File: src/rtl/flash_log_sequencer.sv
// Telemetry logger front end for a NOR flash interface: buffers words in a FIFO, writes them
// at an auto-incrementing address, and serves single-word readbacks with fixed wait counts.
`timescale 1ns/1ps
module flash_log_sequencer #(
    parameter int          FIFO_DEPTH  = 16,
    parameter logic [21:0] BASE_ADDR   = 22'h0,
    parameter logic [21:0] END_ADDR    = 22'h3FFFFF,
    parameter int          WR_WAIT_CYC = 24,
    parameter int          RD_WAIT_CYC = 16
) (
    input  logic        CLK,
    input  logic        RESET,
    input  logic [15:0] WR_DATA,
    input  logic        WR_VALID,
    output logic        WR_READY,
    input  logic        RD_REQ,
    input  logic [21:0] RD_ADDR,
    output logic [15:0] RD_DATA,
    output logic        RD_DONE,
    input  logic [15:0] FLASH_D_READ,
    output logic [1:0]  CMD_OUT,
    output logic [21:0] A_OUT,
    output logic [15:0] D_OUT,
    output logic [21:0] WR_PTR,
    output logic        LOG_FULL,
    output logic [15:0] DROP_CNT,
    output logic [8:0]  FIFO_LEVEL
);
    localparam int AW       = (FIFO_DEPTH > 1) ? $clog2(FIFO_DEPTH) : 1;
    localparam int MAX_WAIT = (WR_WAIT_CYC > RD_WAIT_CYC) ? WR_WAIT_CYC : RD_WAIT_CYC;
    localparam int CW       = $clog2(MAX_WAIT + 1);
    localparam logic [CW-1:0] WR_LOAD   = CW'(WR_WAIT_CYC - 1);
    localparam logic [CW-1:0] RD_LOAD   = CW'(RD_WAIT_CYC - 1);
    localparam logic [CW-1:0] CNT_ONE   = CW'(1);
    localparam logic [8:0]    DEPTH_LVL = 9'(FIFO_DEPTH);

    typedef enum logic [2:0] {
        IDLE, WR_ISSUE, WR_WAIT, RD_ISSUE, RD_WAIT, RD_CAPTURE
    } state_t;

    logic [15:0]   mem [FIFO_DEPTH];
    state_t        state_q, state_d;
    logic [CW-1:0] cnt_q, cnt_d;
    logic [1:0]    cmd_q, cmd_d;
    logic [21:0]   a_q, a_d;
    logic [15:0]   d_q, d_d;
    logic [15:0]   rd_data_q, rd_data_d;
    logic          rd_done_q, rd_done_d;
    logic [21:0]   wr_ptr_q, wr_ptr_d;
    logic          log_full_q, log_full_d;
    logic [15:0]   drop_cnt_q, drop_cnt_d;
    logic [8:0]    level_q, level_d;
    logic [AW-1:0] rd_idx_q, rd_idx_d;
    logic [AW-1:0] wr_idx_q, wr_idx_d;
    logic          pend_q, pend_d;
    logic [21:0]   pend_addr_q, pend_addr_d;
    logic          push, pop;

    assign WR_READY   = (level_q != DEPTH_LVL);
    assign push       = WR_VALID && WR_READY;
    assign CMD_OUT    = cmd_q;
    assign A_OUT      = a_q;
    assign D_OUT      = d_q;
    assign RD_DATA    = rd_data_q;
    assign RD_DONE    = rd_done_q;
    assign WR_PTR     = wr_ptr_q;
    assign LOG_FULL   = log_full_q;
    assign DROP_CNT   = drop_cnt_q;
    assign FIFO_LEVEL = level_q;

    // Outputs are registered on entry to each state, so the command pulse and the
    // RD_DONE/RD_DATA pair are visible during the ISSUE and CAPTURE cycles themselves.
    // The issue cycle counts toward the wait, so both wait parameters must be >= 2.
    always_comb begin
        state_d     = state_q;
        cnt_d       = cnt_q;
        cmd_d       = 2'd0;
        a_d         = a_q;
        d_d         = d_q;
        rd_data_d   = rd_data_q;
        rd_done_d   = 1'b0;
        wr_ptr_d    = wr_ptr_q;
        log_full_d  = log_full_q;
        drop_cnt_d  = drop_cnt_q;
        pend_d      = pend_q;
        pend_addr_d = pend_addr_q;
        pop         = 1'b0;
        case (state_q)
            IDLE: begin
                if (pend_q) begin
                    state_d = RD_ISSUE;
                    cmd_d   = 2'd1;
                    a_d     = pend_addr_q;
                    cnt_d   = RD_LOAD;
                end else if (level_q != 9'd0 && !log_full_q) begin
                    state_d = WR_ISSUE;
                    cmd_d   = 2'd2;
                    a_d     = wr_ptr_q;
                    d_d     = mem[rd_idx_q];
                    pop     = 1'b1;
                    cnt_d   = WR_LOAD;
                end else if (level_q != 9'd0) begin
                    pop = 1'b1;
                    if (drop_cnt_q != 16'hFFFF) begin
                        drop_cnt_d = drop_cnt_q + 16'd1;
                    end
                end
            end
            WR_ISSUE: begin
                cnt_d   = cnt_q - CNT_ONE;
                state_d = WR_WAIT;
            end
            WR_WAIT: begin
                if (cnt_q == '0) begin
                    state_d = IDLE;
                    if (wr_ptr_q == END_ADDR) begin
                        log_full_d = 1'b1;
                    end else begin
                        wr_ptr_d = wr_ptr_q + 22'd1;
                    end
                end else begin
                    cnt_d = cnt_q - CNT_ONE;
                end
            end
            RD_ISSUE: begin
                cnt_d   = cnt_q - CNT_ONE;
                state_d = RD_WAIT;
            end
            RD_WAIT: begin
                if (cnt_q == '0) begin
                    state_d   = RD_CAPTURE;
                    rd_data_d = FLASH_D_READ;
                    rd_done_d = 1'b1;
                end else begin
                    cnt_d = cnt_q - CNT_ONE;
                end
            end
            RD_CAPTURE: begin
                pend_d  = 1'b0;
                state_d = IDLE;
            end
            default: state_d = IDLE;
        endcase
        // A request in the capture cycle must survive the clear above.
        if (RD_REQ) begin
            pend_d      = 1'b1;
            pend_addr_d = RD_ADDR;
        end
        level_d  = level_q + 9'(push) - 9'(pop);
        rd_idx_d = rd_idx_q + AW'(pop);
        wr_idx_d = wr_idx_q + AW'(push);
    end

    always_ff @(posedge CLK) begin
        if (!RESET) begin
            state_q     <= IDLE;
            cnt_q       <= '0;
            cmd_q       <= 2'd0;
            a_q         <= 22'd0;
            d_q         <= 16'd0;
            rd_data_q   <= 16'd0;
            rd_done_q   <= 1'b0;
            wr_ptr_q    <= BASE_ADDR;
            log_full_q  <= 1'b0;
            drop_cnt_q  <= 16'd0;
            level_q     <= 9'd0;
            rd_idx_q    <= '0;
            wr_idx_q    <= '0;
            pend_q      <= 1'b0;
            pend_addr_q <= 22'd0;
        end else begin
            state_q     <= state_d;
            cnt_q       <= cnt_d;
            cmd_q       <= cmd_d;
            a_q         <= a_d;
            d_q         <= d_d;
            rd_data_q   <= rd_data_d;
            rd_done_q   <= rd_done_d;
            wr_ptr_q    <= wr_ptr_d;
            log_full_q  <= log_full_d;
            drop_cnt_q  <= drop_cnt_d;
            level_q     <= level_d;
            rd_idx_q    <= rd_idx_d;
            wr_idx_q    <= wr_idx_d;
            pend_q      <= pend_d;
            pend_addr_q <= pend_addr_d;
        end
    end

    always_ff @(posedge CLK) begin
        if (RESET && push) begin
            mem[wr_idx_q] <= WR_DATA;
        end
    end
endmodule
File: config.mk
export PLATFORM = sky130hd
export DESIGN_NAME = flash_log_sequencer
export DESIGN_NICKNAME = d
export VERILOG_FILES = /design/src/rtl/flash_log_sequencer.sv
export SDC_FILE = /design/constraint.sdc
export NUM_CORES = 1
export LEC_CHECK = 0
export ABC_AREA = 0
export CAP_MARGIN = 20
export CORE_UTILIZATION = 45
export CTS_BUF_LIST = sky130_fd_sc_hd__clkbuf_4 sky130_fd_sc_hd__clkbuf_8
export DETAILED_ROUTE_END_ITERATION = 6
export PLACE_DENSITY = 0.66
export SLEW_MARGIN = 20
export SYNTH_ARGS = -nofsm -noshare
export SYNTH_HDL_FRONTEND = slang
export SYNTH_SLANG_ARGS = --single-unit
File: constraint.sdc
create_clock -name CLK -period 3.8 [get_ports CLK]
set_clock_uncertainty 0.2 [all_clocks]
set_input_delay 1.14 -clock CLK [delete_from_list [all_inputs] [get_ports CLK]]
set_output_delay 1.14 -clock CLK [all_outputs]
set_load 0.1 [all_outputs]
* Word level (Yosys, flattened, before mapping)
Memories as Yosys holds them, arrays and structs flattened. A register that Yosys moved wholly into a read port is not among the register bits.
Index checks and enable logic that the tools add are counted.
** Word-level totals
- Flip-flop bits (word level) :: 128
- RAM bits :: 256
- Input port bits :: 58
- Output and inout bits :: 106
- Logic and storage cells :: 86
- Memories :: 1
** Cells by class
- $add $sub $neg :: 7
- Eq/ne operators :: 12
- Mux-type cells :: 22
- Bitwise logic cells :: 5
- Reductions and logical operators :: 24
** Memories
- mem :: depth 16, width 16, read ports 1, clocked after memory_dff 1, write ports 1, RTL line 41 : logic [15:0] mem [FIFO_DEPTH];
** Operators by type and width (count)
- $mux W22 :: 2
- $add A22 B1 Y22 const B :: 1
- $eq A22 B22 Y1 const B :: 1
- $add A16 B1 Y16 const B :: 1
- $ne A16 B16 Y1 const B :: 1
- $mux W5 :: 3
- $pmux W3 S5 :: 1
- $pmux W5 S3 :: 1
- $reduce_and A3 Y1 :: 5
- $mux W3 :: 4
- $mux W1 :: 10
- $add A9 B1 Y9 :: 1
- $ne A9 B5 Y1 const B :: 1
- $reduce_bool A9 Y1 :: 1
- $sub A9 B1 Y9 :: 1
- $add A4 B1 Y4 :: 2
- $reduce_and A2 Y1 :: 4
- $eq A3 B2 Y1 const B :: 2
- $eq A3 B3 Y1 const B :: 2
- $ne A2 B2 Y1 const B :: 3
- $logic_not A5 Y1 :: 1
- $not A1 Y1 :: 5
- $reduce_and A5 Y1 :: 1
- $sub A5 B1 Y5 const B :: 1
- other kinds (10) :: 15

* Longest topological paths before layout
Gate-level depths: netlist of run 1.
- Word-level depth :: 6
- Depth in mapped cells :: 16
- Gate-level depth less buffers :: 16

* Worst setup path after synthesis of run 1
Ideal clock, no wire load.
- Path type :: register to register
- Start :: register level_q[4] (netlist: FIFO_LEVEL[4])
- End :: register level_q[8] (netlist: FIFO_LEVEL[8])
- Library setup time :: 131 ps
- Arrival time :: 4143 ps
- Data required time :: 3469 ps
- Setup slack :: -674 ps
- Cell stages (with the launch flop) :: 16
- Buffers on the path :: 0
- Period minus slack after synthesis :: 4474 ps
- Path through :: dfxtp_1 ha_1 inv_1 or3_1 and2_1 inv_1 ha_1 inv_1 ha_1 inv_1 fa_1 nor2b_1 o21bai_1 a211oi_1 o41ai_1 mux2i_1
** Between the ends
- Elaborated cells between the ends (all ways) :: 10
- Classes of those cells :: 2 x add/sub; 1 x eq/ne; 4 x mux; 3 x reduce/logical
** RTL lines
- from (decl) :: RTL line 52 : logic [8:0] level_q, level_d;
- from (signal assigned) :: RTL line 182 : level_q <= level_d;
- $ne A9 B5 Y1 :: RTL line 59 : assign WR_READY = (level_q != DEPTH_LVL);
- net WR_READY :: RTL line 15 : output logic WR_READY,
- $logic_and A1 B1 Y1 :: RTL line 60 : assign push = WR_VALID && WR_READY;
- $add A9 B1 Y9 :: RTL line 149 : level_d = level_q + 9'(push) - 9'(pop);
- $sub A9 B1 Y9 :: RTL line 149
The timed path passes the listed nets, and every way through them passes these cells.
A chain may end at the register's enable or synchronous reset.

* Worst setup path after layout of run 1
- Start :: register level_q[7] (netlist: FIFO_LEVEL[7])
- End :: register level_q[8] (netlist: FIFO_LEVEL[8])
** Between the ends
- Cells in the longest elaborated chain, start to end :: 6
- Elaborated cells between the ends (all ways) :: 10
- Classes of those cells :: 2 x add/sub; 1 x eq/ne; 4 x mux; 3 x reduce/logical
** Ends and longest elaborated chain (RTL line)
- branches (longest 5 deep; another with $add A9 B1 Y9)
- $sub A9 B1 Y9 (*) :: 149
Every way passes the cells marked *.

==> summary.md, run 1 <==
| Metric | Value |
|---|---|
| Layout cell share with drive strength beyond 1 | `0.252` |
| Die Area | `0.0367 mm2` |
| Initial core utilization | `0.456` |
| CTS Sinks | `400` |
| R2R setup slack | `0.39 ns` |
| Post-synth cell types | `60` |
| Part of the Yosys area used for sequential elements | `0.654` |
| WL met1 | `16000 um` |
| Most frequent cells in the layout | `edfxtp_1 (256), buf_4 (145), dfxtp_1 (132)` |
| Register area | `0.0106 mm2` |
| Buffers on Ports | `163` |
| CTS max path bufs | `3` |
| Area after DPL | `0.0183 mm2` |
| Top Metal Used | `met4` |
| F_max | `293 MHz` |
| Share of the synthesized area in the top cell type | `0.475` |
| Min Tclk post-route | `3.41 ns` |
| Setup Fix Bufs, Post-CTS | `0` |
| Chip height | `192 um` |
| Area occupied by multi-input gates | `0.00528 mm2` |
| FILL cells | `2937` |
| Total Wirelength | `36100 um` |
| Commonest non-fill, non-tap cell in the layout | `edfxtp_1` |
| Pwr dens | `672 mW/mm2` |
| Synth Instances | `1149` |
| Final RePlAce weighted congestion | `0.798` |
| P_int | `0.00849 W` |
| Post-synth EDFFs | `256` |
| Endpoints failing hold | `0` |
| Clk root buf | `clkbuf_8` |
| Clk slew on worst S/H paths | `0.06 ns` |
| Largest net degree at the start of global routing | `61` |
| Gr ovfl total | `0` |
| RSZ-0062 raised after global routing | `false` |
| Drt pass-1 iters | `5` |
| Synthesized area | `0.0162 mm2` |
| CORE AREA | `0.0355 mm2` |
| Synth top area cells | `edfxtp_1 (48%), dfxtp_1 (18%), mux4_2 (8.2%), mux2i_1 (5.0%), nor2_1 (2.3%)` |
| Outcome | `complete, no violations` |
| Worst R2R Path Depth | `17` |
| Setup WS pre-CTS | `-0.139 ns` |
| Routed vias/inst | `5.39` |
| Clock power frac | `0.292` |
| WL per Instance | `19.2 um` |
| Peak supply drop | `542 uV` |
| Synthesized flop and latch total | `400` |
| Area Overhead vs Synth | `22.0%` |
| Final setup fails | `0` |
| Syn_nets | `1228` |
| Max_cap viols | `0` |
| # rows | `69` |
| R2r endpoint | `FIFO_LEVEL[8]` |
| CTS buffer count | `70` |
| Hold Path Class | `reg2reg` |
| Iteration-0 DRC count of the detailed router | `727` |
| Flop pwr share | `0.393` |
| Comb pwr share | `0.314` |
| Final antenna-violating net count | `0` |
| Arrival time at the worst endpoint | `3.68 ns` |
| Cells after DPL | `1756` |
| CP startpoint | `FIFO_LEVEL[7]` |
| Setup crit start kind | `flip-flop` |
| Die Wd | `192 um` |
| Crit end category | `flip-flop` |
| Antenna violations before repair | `0` |
| Data required, critical path | `4.07 ns` |
| Worst Tran Pin Value | `0.995 ns` |
| Leak | `7.01 nW` |
| H-tree depth | `3` |
| CTS tree | `built` |
| Worst r2r src | `FIFO_LEVEL[7]` |
| Layout net count | `1446` |
| Vias in the first global route | `10200` |
| Post-route insts no fill | `1883` |
| Synth Flop Type | `edfxtp_1` |
| Kind of critical path | `reg2reg` |
| Async SR Flop Fraction | `0` |
| Critical Path End | `FIFO_LEVEL[8]` |
| Final WS setup | `0.391 ns` |
| Total track usage | `0.204` |
| Synth warnings | `0` |
| Final Slew Violations | `0` |
| Biggest area consumer among synthesized cells | `edfxtp_1` |
| Via count | `10200` |
| Io pins | `164` |
| DPL Wire Length | `23200 um` |
| Met3 routed wirelength | `2350 um` |
| Resized cells post-CTS | `0` |
| Clock Latency Late Sink | `0.59 ns` |
| Metal2 WL | `16900 um` |
| Switching share of power | `0.359` |
| Avg Synthesized Cell Area | `14.1 um2` |
| Largest fanout on the critical path | `5` |
| Number of inserted diodes | `0` |
| Relative slew slack | `0.328` |
| P_sw | `0.00476 W` |
| Post-route cell area | `0.0197 mm2` |
| Post-Route Setup TNS | `0 ns` |
| Remaining DRCs | `0` |
| Crit share post-route | `0.897` |
| Cts hold-fix bufs | `0` |
| First-pass GRT wire length | `57000 um` |
==> stage by stage <==
stage / total power (W) / utilization / hold slack, ns
2_1_floorplan: 0.00848 / - / 0.260
3_3_place_gp: 0.00944 / 0.517 / 0.243
3_5_place_dp: 0.00949 / 0.517 / 0.248
4_1_cts: 0.0134 / 0.556 / 0.256
5_1_grt: 0.0139 / 0.556 / 0.276
6_report: 0.0132 / 0.556 / 0.253
==> layer usage <==
layer,track usage,vias to the layer above
met2,0.323,292
met1,0.275,4971
met5,0,-
li1,-,4823
met3,0.0466,68
met4,0.0708,0
==> kinds of logic after synthesis <==
group,count (synthesis),synth area share
fa+ha+maj,21,0.0167
simple gates,318,0.0966
compound gates,170,0.0703
flops,400,0.654
xor+xnor,12,0.00650
buf+inv,87,0.0231
mux,141,0.133
==> worst max-delay path, cell delays in order (launching register included) <==
cell and delay, ns:
dfxtp_2 0.33, inv_1 0.08, ha_1 0.17, nand3b_1 0.18, or3_4 0.41, and2_1 0.18, inv_1 0.07, ha_1 0.22
inv_1 0.06, ha_1 0.15, inv_1 0.05, fa_1 0.36, nor2b_1 0.17, o21bai_1 0.11, a211oi_1 0.22, buf_4 0.16
o41ai_1 0.07, mux2i_1 0.12
==> cell usage after synthesis (all sizes together), types with 3 or more instances <==
| cell | number |
|---|---|
| edfxtp | 256 |
| dfxtp | 144 |
| nor2 | 97 |
| mux2i | 81 |
| nand2 | 78 |
| mux4 | 59 |
| a21oi | 57 |
| clkbuf | 46 |
| a211oi | 35 |
| inv | 24 |
| nand3 | 23 |
| o21ai | 23 |
| ha | 20 |
| nand2b | 19 |
| nand4 | 18 |
| buf | 17 |
| or3 | 15 |
| nor2b | 14 |
| and2 | 12 |
| a22o | 11 |
| nor3 | 11 |
| nor4 | 7 |
| xnor2 | 7 |
| a211o | 5 |
| a221o | 5 |
| a32o | 5 |
| o211ai | 5 |
| xor2 | 5 |
| and3 | 4 |
| nand3b | 4 |
| o31ai | 4 |
| a311oi | 3 |
| and4 | 3 |
| nor3b | 3 |
| nor4b | 3 |
| o21bai | 3 |
| or2 | 3 |
==> worst min path at each step <==
stage	from	endpoint	slack (ns)	cells after the start
2_1_floorplan	pend_addr_q[0]	pend_addr_q[0]	0.26	2
3_3_place_gp	RD_DATA[9]	RD_DATA[9]	0.24	2
3_5_place_dp	RD_DATA[14]	RD_DATA[14]	0.25	2
4_1_cts	RD_DATA[14]	RD_DATA[14]	0.26	2
5_1_grt	RD_DATA[7]	RD_DATA[7]	0.28	2
6_report	RD_DATA[4]	RD_DATA[4]	0.25	2
==> power groups by stage <==
stage,logic (W),clock network [W],registers [W]
after floorplan,0.00179,0,0.00669
after global placement,0.00415,0,0.00529
after detailed placement,0.00418,0,0.00531
after CTS,0.00420,0.00398,0.00522
after global routing,0.00446,0.00416,0.00526
final,0.00416,0.00387,0.00521
==> sequential cells by signal, summed over array words and instances (netlist names), 2 cells and up <==
register / flops
A_OUT: 22
D_OUT: 16
state_q: 3
rd_idx_q: 4
wr_idx_q: 4
FIFO_LEVEL: 9
WR_PTR: 22
cnt_q: 5
pend_addr_q: 22
RD_DATA: 16
mem: 256
DROP_CNT: 16
CMD_OUT: 2
==> cell type report <==
type / instances / area share
Multi-Input combinational cell: 662 / 0.268
Clock buffer: 101 / 0.0629
Timing Repair Buffer: 209 / 0.0910
Tap cell: 461 / 0.0293
Inverter: 24 / 0.00463
Clock inverter: 26 / 0.00761
Sequential cell: 400 / 0.537
(Power assumes the default switching activity.)
==> run 2: changes to the inputs <==
- CORE_UTILIZATION: 45 -> 40
- PLACE_DENSITY: 0.66 -> unset
==> run 2 against run 1 <==
  * Combinational power is essentially flat
  * Sequential power grew 1%
  * Critical endpoint unchanged
  * Maximum frequency is 1.4% higher
  * First-iteration DRC count shrank 29%
  * Critical path type unchanged
==> summary.md, run 2 (same netlist as run 1, synthesis figures left out) <==
| Metric | Value |
|---|---|
| Hold WS | `0.253 ns (-0.000268 ns)` |
| Routed vias/inst | `5.24 (-2.8%)` |
| Data required, critical path | `4.08 ns (about the same)` |
| Arrival time at the worst endpoint | `3.64 ns (-0.04 ns)` |
| Post-route insts no fill | `1947 (+3.4%)` |
| Setup Fix Bufs, Post-CTS | `0 (unchanged)` |
| H-tree depth | `3 (unchanged)` |
| Final WS setup | `0.439 ns (+0.0474 ns)` |
| CORE AREA | `0.0398 mm2 (+12%)` |
| CP cell instances | `inv_1, ha_1, inv_1, or3_4, and2_1, inv_1, ha_1, inv_1, ha_1, inv_1, fa_1, nor2b_1, o21bai_1, a211oi_1, buf_4, o41ai_1, mux2i_1` |
| Vias in the first global route | `10500 (+2.9%)` |
| Largest fanout on the critical path | `6 (+1)` |
| CTS tree | `built` |
| Outcome | `complete, no violations` |
| Drt pass-1 iters | `5 (unchanged)` |
| Buffers on Ports | `163 (unchanged)` |
| Leak | `7.01 nW (about the same)` |
| # rows | `73 (+5.8%)` |
| Tot Pwr | `0.0133 W (+0.29%)` |
| Largest Register | `mem` |
| Via count | `10200 (+0.48%)` |
| Chip height | `203 um (+6.0%)` |
| Final setup fails | `0 (unchanged)` |
| Endpoints failing hold | `0 (unchanged)` |
| Clk slew on worst S/H paths | `0.05 ns (about the same)` |
| Total track usage | `0.187 (-0.0167)` |
| Most frequent cells in the layout | `edfxtp_1 (256), buf_4 (148), dfxtp_1 (132)` |
| Crit-path leading delay family | `adder cells` |
| Setup WS pre-CTS | `-0.0362 ns (+0.103 ns)` |
| Antenna violations before repair | `1 (+1)` |
| CP max stage cell | `or3_4` |
| Most frequent cell on the critical path | `inv_1` |
| Max_cap viols | `0 (unchanged)` |
| Hold Path Class | `reg2reg` |
| Peak supply drop | `384 uV (-29%)` |
| Iteration-0 DRC count of the detailed router | `518 (-29%)` |
| Remaining DRCs | `0 (unchanged)` |
| Io pins | `164 (unchanged)` |
| Setup crit start kind | `flip-flop` |
| Largest net degree at the start of global routing | `50 (-18%)` |
| F_max | `297 MHz (+1.4%)` |
| Die Area | `0.0412 mm2 (+12%)` |
| Kind of critical path | `reg2reg` |
| First-pass GRT wire length | `59400 um (+4.2%)` |
| Final antenna-violating net count | `0 (unchanged)` |
| Crit end category | `flip-flop` |
| Crit share post-route | `0.885 (-0.0125)` |
| CTS Sinks | `400 (unchanged)` |
| Gr ovfl total | `0 (unchanged)` |
| Area Overhead vs Synth | `22.3%` |
| WL per Instance | `19.3 um (+0.52%)` |
| Total Wirelength | `37600 um (+3.9%)` |
| Die Wd | `203 um (+6.0%)` |
| Clock Latency Late Sink | `0.62 ns (+0.03 ns)` |
| Cts hold-fix bufs | `0 (unchanged)` |
| RSZ-0062 raised after global routing | `false` |
| Initial core utilization | `0.406 (-0.0497)` |
| Pwr dens | `672 mW/mm2 (about the same)` |
| Commonest non-fill, non-tap cell in the layout | `edfxtp_1` |
| Min Tclk post-route | `3.36 ns (-0.0474 ns)` |
| Relative slew slack | `0.410 (+0.0815)` |
| Crit path largest cell delay | `0.39 ns (-0.02 ns)` |
| Layout net count | `1447 (+0.069%)` |
| CTS buffer count | `70 (unchanged)` |
| Area after DPL | `0.0184 mm2 (+0.34%)` |
| Post-route cell area | `0.0198 mm2 (+0.30%)` |
| Cells after DPL | `1821 (+3.7%)` |
| Layout cell share with drive strength beyond 1 | `0.259 (+0.00651)` |
| CTS max path bufs | `3 (unchanged)` |
| WP buf/inv | `6 (+1)` |
| Final Slew Violations | `0 (unchanged)` |
| Worst Tran Pin Value | `0.886 ns (-0.110 ns)` |
| Max reg flops | `256 (unchanged)` |
| DPL Wire Length | `24200 um (+4.1%)` |
| Resized cells post-CTS | `0 (unchanged)` |
| Clk root buf | `clkbuf_8` |
| Final RePlAce weighted congestion | `0.752 (-5.7%)` |
==> run 2: through the flow <==
stage | util | setup TNS [ns]
floorplan | - | 0
global placement | 0.462 | -0.0783
detailed placement | 0.462 | -0.0362
CTS | 0.497 | 0
global route | 0.497 | 0
finish | 0.497 | 0
==> run 2: final cells by class <==
class	instances	area (um2)
Fill cell	3524	20000
Timing Repair Buffer	210	1780
Antenna cell	1	2.50
Multi-Input combinational cell	662	5280
Clock inverter	21	128
Sequential cell	400	10600
Inverter	24	91.3
Clock buffer	104	1260
Tap cell	525	657
==> run 2: power by group <==
part / leakage, nW / internal, W / switching (W)
clock network: 0.740 / 0.00213 / 0.00175
registers: 3.49 / 0.00495 / 0.000317
logic: 2.78 / 0.00138 / 0.00276
total: 7.01 / 0.00846 / 0.00483
==> run 2: path summary, 6_finish.rpt <==
kind,start,endpoint,slack [ns],cells after the start
max,FIFO_LEVEL[5],FIFO_LEVEL[8],0.44,17
min,RD_DATA[0],RD_DATA[0],0.25,2
max reg2reg,FIFO_LEVEL[5],FIFO_LEVEL[8],0.44,17
min reg2reg,RD_DATA[0],RD_DATA[0],0.25,2
==> run 2: metal layers <==
metal | wire length (um) | track usage
met5 | 0 | 0
met1 | 16300 | 0.239
met3 | 2480 | 0.0520
met2 | 17700 | 0.301
met4 | 1020 | 0.0722
==> run 2: worst register-to-register path: stages (launching register included) <==
cell and delay (ns):
dfxtp_2 0.33, inv_1 0.07, ha_1 0.28, inv_1 0.10, or3_4 0.39, and2_1 0.17, inv_1 0.05, ha_1 0.21
inv_1 0.05, ha_1 0.15, inv_1 0.05, fa_1 0.37, nor2b_1 0.16, o21bai_1 0.10, a211oi_1 0.21, buf_4 0.15
o41ai_1 0.07, mux2i_1 0.12
==> run 3: changes to the inputs <==
- ABC_AREA: 0 -> unset
==> results of run 3 <==
The final DEF is identical to that of run 2; final timing and power are the same.
==> variant, RTL diff (flow settings as in run 1) <==
Re-encode `state_t` (6 states) as one-hot, 6 bits wide.
--- a/src/rtl/flash_log_sequencer.sv
+++ b/src/rtl/flash_log_sequencer.sv
@@ -36,4 +36,4 @@
 
-    typedef enum logic [2:0] {
-        IDLE, WR_ISSUE, WR_WAIT, RD_ISSUE, RD_WAIT, RD_CAPTURE
+    typedef enum logic [5:0] {
+        IDLE = 6'b000001, WR_ISSUE = 6'b000010, WR_WAIT = 6'b000100, RD_ISSUE = 6'b001000, RD_WAIT = 6'b010000, RD_CAPTURE = 6'b100000
     } state_t;
Function: same outputs for any inputs over 4 cycles, from zero or initial values and one cycle with RESET low; so few cycles prove little.
==> variant against run 1 <==
The run now ends with design-rule violations left; worst setup slack worse by 0.11 ns; synthesized area up 1.2%; design area is 1.1% higher; sequential cell count rose by 3; die area is 1.2% higher; utilization grew 0.36 points; sequential share of layout area fell by 0.36 points; power increased by 1.6%; routed wire length increased by 1.3%; clock power is 3% higher; non-clock buffer count grew 4; critical path type is now input pin to flop; highest routed layer unchanged.
==> variant: results (changes against run 1) <==
[layout]
nonClkBufAreaFrac = 0.09111  ; +0.0001131
seq_share = 0.5335  ; -0.003616
clkbuf_count = 106  ; +5.0%
multiInputGateArea_mm2 = 0.005321  ; +0.88%
layout.nets = 1408  ; -2.6%
drive_gt1_frac = 0.2833  ; +0.03087

[timing]
worst_hold_slack_ns = 0.2533  ; +0.0001360 ns
tightest_slew_ns = 1.080  ; +0.08449 ns

[logic_synthesis]
synth_compound_area_frac = 0.05942  ; -0.01085
ys_top_cells_by_count = edfxtp_1, dfxtp_1, nor2_1
synth-xor-area-share = 0.01338  ; +0.006883
yosys.area_share.adder = 0.01652  ; -0.0001969
yosysSeqAreaShare = 0.6497  ; -0.004029
synthMuxAreaShare = 0.1432  ; +0.01021
yosysUniqueCellTypes = 63  ; +5.0%
ys_ff_latch = 403  ; +0.75%

[clock_network]
numCtsBuffers = 68  ; -2.9%

[setup_path]
r2r_cells = 14  ; -3

[power]
internal_power_w = 0.008669  ; +2.1%
ir_worst_vdd_v = 0.0004842  ; -11%
power.leakage_nw = 7.081  ; +1.1%
pg_seq_w = 0.00522  ; about the same

[global_route]
grt_max_degree = 110  ; +80%
grt.total_usage = 0.1996  ; -0.003944
gr-usage-met3 = 0.04601  ; -0.0006228
grtUsageMet2 = 0.3091  ; -0.01395
grt_pass1_vias = 9825  ; -3.6%
grt_use_met1 = 0.2736  ; -0.001217

[min_path]
holdCritStartpoint = RD_DATA[3]
min_to = RD_DATA[3]

[placed_design]
place_congestion = 0.7843  ; -1.7%
hpwl_mm = 22.97  ; -1.0%
placed_area_mm2 = 0.01852  ; +1.0%

[drt]
wl_mm = 36.63  ; +1.3%
drc_errors = 40  ; +40
first_pass_iters = 7  ; +2

[outcome]
run_status = finished with violations
failed_checks = design-rule violations

## variant: per-stage QoR
step,std cells,utilization,power [W],TNS [ns],worst slack (ns)
floorplan,1110,-,0.008537,0,0.08030
global placement,1720,0.5194,0.009541,-0.6110,-0.2874
detailed placement,1720,0.5194,0.009582,-0.6677,-0.3058
CTS,1841,0.5593,0.01361,0,0.3314
global route,1841,0.5593,0.01408,0,0.02934
finish,1841,0.5593,0.01347,0,0.2796
## variant: cells by family after synthesis
| logic type | after synthesis |
|---|---|
| simple gates | 285 |
| compound gates | 134 |
| mux | 134 |
| buf+inv | 108 |
| xor+xnor | 25 |
| fa+ha+maj | 21 |
| flops | 403 |
## variant: worst max-delay path, stage by stage
cell	delay (ns)
clkdlybuf4s50_1	0.49
inv_1	0.05
a31oi_1	0.24
inv_1	0.10
ha_1	0.29
inv_1	0.04
ha_1	0.20
fa_1	0.40
a21oi_1	0.15
o21bai_1	0.13
a211oi_1	0.28
o21ai_0	0.12
nor3b_1	0.14
